==> config.mk <==
export PLATFORM = sky130hd
export DESIGN_NAME = adder
export DESIGN_NICKNAME = d
export VERILOG_FILES = /design/src/rtl/adder.sv
export SDC_FILE = /design/constraint.sdc
export NUM_CORES = 1
export LEC_CHECK = 0
export BUFFER_PORTS_ARGS = -buffer_cell sky130_fd_sc_hd__buf_4
export CORE_ASPECT_RATIO = 1.2
export CORE_UTILIZATION = 56
export DETAILED_ROUTE_END_ITERATION = 6
export PLACE_DENSITY_LB_ADDON = 0.1
export SYNTH_ARGS = -nofsm -noshare
export SYNTH_HDL_FRONTEND = slang
export SYNTH_SLANG_ARGS = --single-unit
==> constraint.sdc <==
create_clock -name clk -period 5.79 [get_ports clk]
set_clock_uncertainty 0.1 [all_clocks]
set_input_delay 0.2895 -clock clk [delete_from_list [all_inputs] [get_ports clk]]
set_output_delay 0.2895 -clock clk [all_outputs]
set_load 0.01 [all_outputs]
==> src/rtl/adder.sv <==
// Registered WORD-bit two's-complement adder (A + B + cin) with NZCV flags and a valid qualifier.
// Latency: 1 cycle from an in_valid edge to add_out/flags/out_valid; one add per cycle.
// Backpressure: none; every in_valid cycle yields exactly one out_valid cycle, and idle cycles hold the last result.
module adder #(
    parameter int WORD = 64
) (
    input  logic            clk,
    input  logic            reset,
    input  logic            in_valid,
    input  logic [WORD-1:0] Ain,
    input  logic [WORD-1:0] Bin,
    input  logic            cin,
    output logic [WORD-1:0] add_out,
    output logic            out_valid,
    output logic            flag_n,
    output logic            flag_z,
    output logic            flag_c,
    output logic            flag_v
);

    // Carry tree: 4-bit groups, 4 groups per 16-bit block, and a flat
    // lookahead across blocks. Operands are zero-padded up to a whole number
    // of blocks; padded bits neither generate nor propagate, so the carry
    // into bit WORD is the true carry out of the MSB.
    localparam int NBLK = (WORD + 15) / 16;
    localparam int NGRP = NBLK * 4;
    localparam int PW   = NBLK * 16;

    // Group generate from four generate bits and the upper three propagates.
    function automatic logic grp_gen(input logic [3:0] g, input logic [2:0] p_hi);
        return g[3]
             | (p_hi[2] & g[2])
             | (p_hi[2] & p_hi[1] & g[1])
             | (p_hi[2] & p_hi[1] & p_hi[0] & g[0]);
    endfunction

    // Carries into positions 0..3 of a 4-wide group, each in two-level form.
    function automatic logic [3:0] grp_carry(input logic [2:0] g, input logic [2:0] p,
                                             input logic ci);
        logic [3:0] c;
        c[0] = ci;
        c[1] = g[0] | (p[0] & ci);
        c[2] = g[1] | (p[1] & g[0]) | (p[1] & p[0] & ci);
        c[3] = g[2] | (p[2] & g[1]) | (p[2] & p[1] & g[0]) | (p[2] & p[1] & p[0] & ci);
        return c;
    endfunction

    logic [PW-1:0]   a_pad;
    logic [PW-1:0]   b_pad;
    logic [PW-1:0]   bit_g;
    logic [PW-1:0]   bit_p;
    logic [NGRP-1:0] grp_g;
    logic [NGRP-1:0] grp_p;
    logic [NBLK-1:0] blk_g;
    logic [NBLK-1:0] blk_p;
    logic [NBLK:0]   blk_c;
    logic [NGRP-1:0] grp_c;
    logic [PW:0]     carry;
    logic [PW-1:0]   sum_pad;
    logic            lk_acc;
    logic            lk_term;

    logic [WORD-1:0] sum;
    logic            c_out;
    logic            n_nxt;
    logic            z_nxt;
    logic            v_nxt;

    assign a_pad = PW'(Ain);
    assign b_pad = PW'(Bin);
    assign bit_g = a_pad & b_pad;
    assign bit_p = a_pad ^ b_pad;

    // Level 1: generate/propagate of each 4-bit group.
    always_comb begin
        grp_g = '0;
        grp_p = '0;
        for (int gi = 0; gi < NGRP; gi++) begin
            grp_g[gi] = grp_gen(bit_g[gi*4 +: 4], bit_p[gi*4+1 +: 3]);
            grp_p[gi] = &bit_p[gi*4 +: 4];
        end
    end

    // Level 2: generate/propagate of each 16-bit block from its four groups.
    always_comb begin
        blk_g = '0;
        blk_p = '0;
        for (int bi = 0; bi < NBLK; bi++) begin
            blk_g[bi] = grp_gen(grp_g[bi*4 +: 4], grp_p[bi*4+1 +: 3]);
            blk_p[bi] = &grp_p[bi*4 +: 4];
        end
    end

    // Level 3: carry into every block as an independent sum of products, so
    // no block waits on the block below it.
    always_comb begin
        blk_c   = '0;
        lk_acc  = 1'b0;
        lk_term = 1'b0;
        blk_c[0] = cin;
        for (int k = 1; k <= NBLK; k++) begin
            lk_term = cin;
            for (int j = 0; j < k; j++) begin
                lk_term = lk_term & blk_p[j];
            end
            lk_acc = lk_term;
            for (int i = 0; i < k; i++) begin
                lk_term = blk_g[i];
                for (int j = i + 1; j < k; j++) begin
                    lk_term = lk_term & blk_p[j];
                end
                lk_acc = lk_acc | lk_term;
            end
            blk_c[k] = lk_acc;
        end
    end

    // Distribute block carries down to the groups inside each block.
    always_comb begin
        grp_c = '0;
        for (int bi = 0; bi < NBLK; bi++) begin
            grp_c[bi*4 +: 4] = grp_carry(grp_g[bi*4 +: 3], grp_p[bi*4 +: 3], blk_c[bi]);
        end
    end

    // Distribute group carries down to the bits; the top carry is the block-level carry out.
    always_comb begin
        carry = '0;
        for (int gi = 0; gi < NGRP; gi++) begin
            carry[gi*4 +: 4] = grp_carry(bit_g[gi*4 +: 3], bit_p[gi*4 +: 3], grp_c[gi]);
        end
        carry[PW] = blk_c[NBLK];
    end

    assign sum_pad = bit_p ^ carry[PW-1:0];
    assign sum     = sum_pad[WORD-1:0];
    assign c_out   = carry[WORD];

    // Flags derive from the very sum that gets registered.
    assign n_nxt = sum[WORD-1];
    assign z_nxt = ~|sum;
    assign v_nxt = (Ain[WORD-1] == Bin[WORD-1]) && (sum[WORD-1] != Ain[WORD-1]);

    // Output register: capture on in_valid, otherwise hold data and drop valid.
    always_ff @(posedge clk or posedge reset) begin
        if (reset) begin
            add_out   <= '0;
            out_valid <= 1'b0;
            flag_n    <= 1'b0;
            flag_z    <= 1'b0;
            flag_c    <= 1'b0;
            flag_v    <= 1'b0;
        end else if (in_valid) begin
            add_out   <= sum;
            out_valid <= 1'b1;
            flag_n    <= n_nxt;
            flag_z    <= z_nxt;
            flag_c    <= c_out;
            flag_v    <= v_nxt;
        end else begin
            out_valid <= 1'b0;
        end
    end

endmodule

; ---- Word level (Yosys, flattened, before mapping)
; Cells that the tools add are included.
; Widths: inputs -> output; s select.
[classes]
n_eq_ne = 2
mux = 1
n_bitwise = 483
reduce_logical = 23
[ops]
columns = cell, count
row1 = $and 1x1->1, 290
row2 = $or 1x1->1, 190
row3 = $xor 64x64->64, 2
row4 = $and 64x64->64, 1
row5 = $reduce_and 16->1, 4
row6 = $reduce_and 4->1, 16
row7 = $reduce_or 64->1, 1
row8 = $eq 1x1->1, 1
row9 = $logic_and 1x1->1, 1
row10 = $logic_not 1->1, 1
row11 = $mux 1, 1
row12 = $ne 1x1->1, 1
[word_totals]
regBits = 69
input_bits = 132
output_inout_bits = 69
wordCells = 515

; ---- Logic depth before layout (Yosys ltp)
[depth]
word_depth = 21
mapped_depth = 22
mapped_depth_nobuf = 21

; ---- Least setup slack after synthesis
; No wires, ideal clock.
[synth_path]
path_kind = in2reg
start = input port Ain[13]
end = register flag_z
setup_time_ns = 0.064
arrival_ns = 4.557
required_ns = 5.626
slack_ns = 1.069
stages = 21
n_path_buf = 0
path_cell_list = ha_1 a21o_1 a21o_1 a221o_1 o31a_1 o2111ai_1 o21ai_0 a22oi_1 nand2b_1 a21o_1 fa_1 xnor2_1 nand4_1 nor4b_1 nand4_1 a221oi_1 o211ai_1 nor4_1 nand4_1 nor4_1 a21o_1
[synth_between]
elab_chain_cells = 19
word_cells_on_any_way = 134
cone_classes = 130 x bitwise / 4 x reduce/logical
[synth_rtl]
columns = item, line
row1 = start: declaration, 10  ; input logic [WORD-1:0] Ain,
row2 = $and 64x64->64 or $xor 64x64->64 (tied branches), "71, 72"
row3 = $and 1x1->1 (on tied branches), "33, 34"
row4 = $or 1x1->1 or $and 1x1->1 (tied branches), "33, 34"
row5 = $or 1x1->1, 34  ; | (p_hi[2] & p_hi[1] & p_hi[0] & g[0]);
row6 = $or 1x1->1, 32  ; | (p_hi[2] & g[2])
row7 = $or 1x1->1, 33  ; | (p_hi[2] & p_hi[1] & g[1])
row8 = $or 1x1->1, 34
row9 = $and 1x1->1 (2 in series), 110  ; lk_term = lk_term & blk_p[j];
row10 = $or 1x1->1 (3 in series), 112  ; lk_acc = lk_acc | lk_term;
row11 = $and 1x1->1 (on tied branches), "42, 43, 44"
row12 = $or 1x1->1 (on tied branches), "42, 43, 44"
row13 = $and 1x1->1 (on tied branches), "42, 43, 44"
row14 = $or 1x1->1 (on tied branches), "42, 43, 44"
row15 = $xor 64x64->64 (*), 135  ; assign sum_pad = bit_p ^ carry[PW-1:0];
row16 = $reduce_or 64->1 (*), 141  ; assign z_nxt = ~|sum;
row17 = $logic_not 1->1 (*), 141
row18 = end signal: assignment, 157  ; flag_z <= z_nxt;
row19 = end: declaration, 16  ; output logic flag_z,
; Every way passes the cells marked *; elsewhere a longest branch is shown, timed or not.
; A chain may end at the register's enable or synchronous reset.

; ---- Final worst setup path
; Same ends and word-level chain as after synthesis.

==> impl_metrics.csv <==
group,metric,value,unit
status,status,"finished clean",
logic_synthesis,yosys_warnings,0,
clocking,cts_sinks,68,
routing,final_antenna_net_count,0,
logic_synthesis,synth_top_area_cell,"dfrtp_1",
timing,slew_headroom,38.3,%
job,cap_violations,0,
grt,grt_max_degree,77,
grt,grt_pass1_vias,5604,
clocking,clk_latency,340,ps
cells_and_area,antennaDiodeCount,0,
grt,grt_remaining_overflow,0,
power,power.density,261,nW/um^2
logic_synthesis,syn-num-nets,825,
cells_and_area,fin_nets,1023,
clocking,cts_max_level,3,
logic_synthesis,ys.flop_type,"dfrtp_1",
logic_synthesis,synthesis.area_per_instance,9.47,sq um
place,gp_congestion,0.893,
routing,drt_iter0_markers,268,
grt,grt_usage,33.0,%
routing,routed_wl,17.3,mm
floorplanning,io_pins,201,
routing,drc_errors,0,
cells_and_area,final_area,7670,sq um
place,pre_cts_ws,204,ps
logic_synthesis,synth_cell_types,64,
worst_hold_path,hold_path_class,"input pin to asynchronous set/reset pin",
cells_and_area,area_growth,32.1,%
floorplanning,die_w,94.9,um
logic_synthesis,synth_edf_count,0,
timing,rsz0062_at_grt,"false",
critical_path,crit_fanout,6,
floorplanning,coreArea,10100,sq um
clocking,cts_buffer_depth,2,
place,hpwl,13.7,mm
clocking,root_buffer,"clkbuf_16",
grt,grt_first_pass_wirelength,27.1,mm
timing,fin_crit_sh,91.0,%
timing,setup_viol,0,
logic_synthesis,syn_inst,613,
floorplanning,rows,40,
critical_path,worst-setup-path-type,"input pin to register",
logic_synthesis,yosys-top-cells-area,"dfrtp_1, ha_1, mux2_2",
logic_synthesis,ys_seq_area_share,29.3,%
timing,whs,106,ps
critical_path,crit_path_end_kind,"register",
logic_synthesis,ys_ff_latch,68,
timing,tns,0,ps
logic_synthesis,synth_top_area_share,29.3,%
clocking,postCtsSetupBuffers,0,
timing,worst_slew_pin_slew,926,ps
floorplanning,fp.dieH,114,um
logic_synthesis,syn_area,5810,sq um
routing,routedWlPerCell,18.4,um
clocking,ctsResizeCount,0,
place,portBuffers,200,
clocking,cts_tree,"done",
critical_path,cp_data_required_time,5960,ps
timing,hold_viol,0,
cells_and_area,drive_above_1_share,33.0,%
critical_path,start_kind,"input pin",
power,total_leakage_power,3.68,nW
logic_synthesis,synth-async-reset-ratio,100,%
floorplanning,start_util,57.7,%
timing,period_minus_slack,5270,ps
routing,vias,5684,
routing,first_pass_iters,5,
power,total_power,2.00,mW
routing,viasPerCell,6.04,
timing,finalMaxSlewViolations,0,
clocking,cts_made_buffers,9,
grt,antenna_found_initial,0,
timing,setup_slack,523,ps
clocking,cts.clk_slew.worst_paths,50,ps
place,place_area,7420,sq um
clocking,cts_hold_buf,0,
critical_path,crit_arrival,5440,ps
power,vdd_drop_max,0.000161,V
floorplanning,die_area,10800,sq um
timing,fmax,190,MHz
[critical path, cell delays in order]
cell and delay, ps:
buf_4 110, ha_1 360, a21o_1 220, a21o_1 220
a221o_1 400, o31a_1 390, o2111ai_1 290, o21ai_0 250
a22oi_1 320, nand2b_1 130, a21o_1 210, fa_1 370
xnor2_1 260, nand4_1 140, nor4b_1 270, nand4_1 140
a221oi_1 260, o211ai_1 140, nor4_1 180, nand4_1 150
nor4_1 210, a21o_1 120
[synth_stat cells (8+ instances only)]
master	number
xnor2_1	25
fa_1	16
nand2_1	44
a21oi_1	53
o21ai_0	30
o31ai_1	8
ha_1	64
dfrtp_1	68
mux2_2	36
o21a_1	8
clkbuf_1	13
inv_1	28
xor2_1	16
a211oi_1	9
nor2_1	38
nor3_1	11
nand3_1	11
nand4_1	15
a21o_1	19
[sequential cells by signal, indices dropped and copies added (netlist names)]
name       count
flag_z         1
out_valid      1
flag_c         1
add_out       64
flag_v         1
[final timing paths]
kind                       slack (ps)                 endpoint                    start  cells after the start
max in group asynchronous        4850  add_out[29]$_DFFE_PP0P_                    reset                      3
min in group clk                  220       flag_v$_DFFE_PP0P_                  Bin[63]                      3
max                               520       flag_z$_DFFE_PP0P_                  Ain[13]                     22
min                               110  add_out[56]$_DFFE_PP0P_                    reset                      3
max reg2reg                      4830  add_out[46]$_DFFE_PP0P_  add_out[46]$_DFFE_PP0P_                      2
min reg2reg                       390  add_out[15]$_DFFE_PP0P_  add_out[15]$_DFFE_PP0P_                      2
[stage by stage]
step,util [%],cells
after floorplan,-,613
after global placement,73.8,926
after detailed placement,73.8,926
after CTS,76.3,941
after global routing,76.3,941
final,76.3,941
[where the power goes]
group / internal, mW / switching (mW)
combinational: 0.423 / 0.434
clock: 0.286 / 0.217
sequential: 0.581 / 0.0614
total: 1.29 / 0.712
[metal layers]
layer,up-vias,routed length (um),GRT usage (%)
met5,-,0,0
met4,0,567,12.6
met1,2736,6680,38.7
li1,2683,-,-
met3,36,1150,6.60
met2,229,8900,58.6
[area by class of cell]
| class | count | area (sq um) |
|---|---|---|
| Inverter | 29 | 109 |
| Clock buffer | 12 | 236 |
| Clock inverter | 3 | 15.0 |
| Tap cell | 126 | 158 |
| Fill cell | 730 | 2390 |
| Multi-Input combinational cell | 501 | 3940 |
| Sequential cell | 68 | 1700 |
| Timing Repair Buffer | 202 | 1520 |
[logic make-up (layout without fill, tap and decap cells)]
group                      after synthesis  in the layout  synth area share, %
AOI/OAI and AO/OA                      178            178                 20.9
and+or+nand+nor                        165            165                 14.3
adders and majority gates               80             80                 19.3
DFF                                     68             68                 29.3
buffers and inverters                   44            246                 2.91
xor gates and xnor gates                41             41                 6.19
muxes                                   37             37                 7.16
[cells in the final DEF, fill, tap and decap left out, types with 19 or more instances in the layout]
cell type,synthesis,layout
a21oi_1,53,53
o21ai_0,30,30
buf_4,1,202
mux2_2,36,36
inv_1,28,27
a21o_1,19,19
nand2_1,44,44
dfrtp_1,68,68
nor2_1,38,38
xnor2_1,25,25
ha_1,64,64
Note: power is estimated with default switching activity, not from simulation.
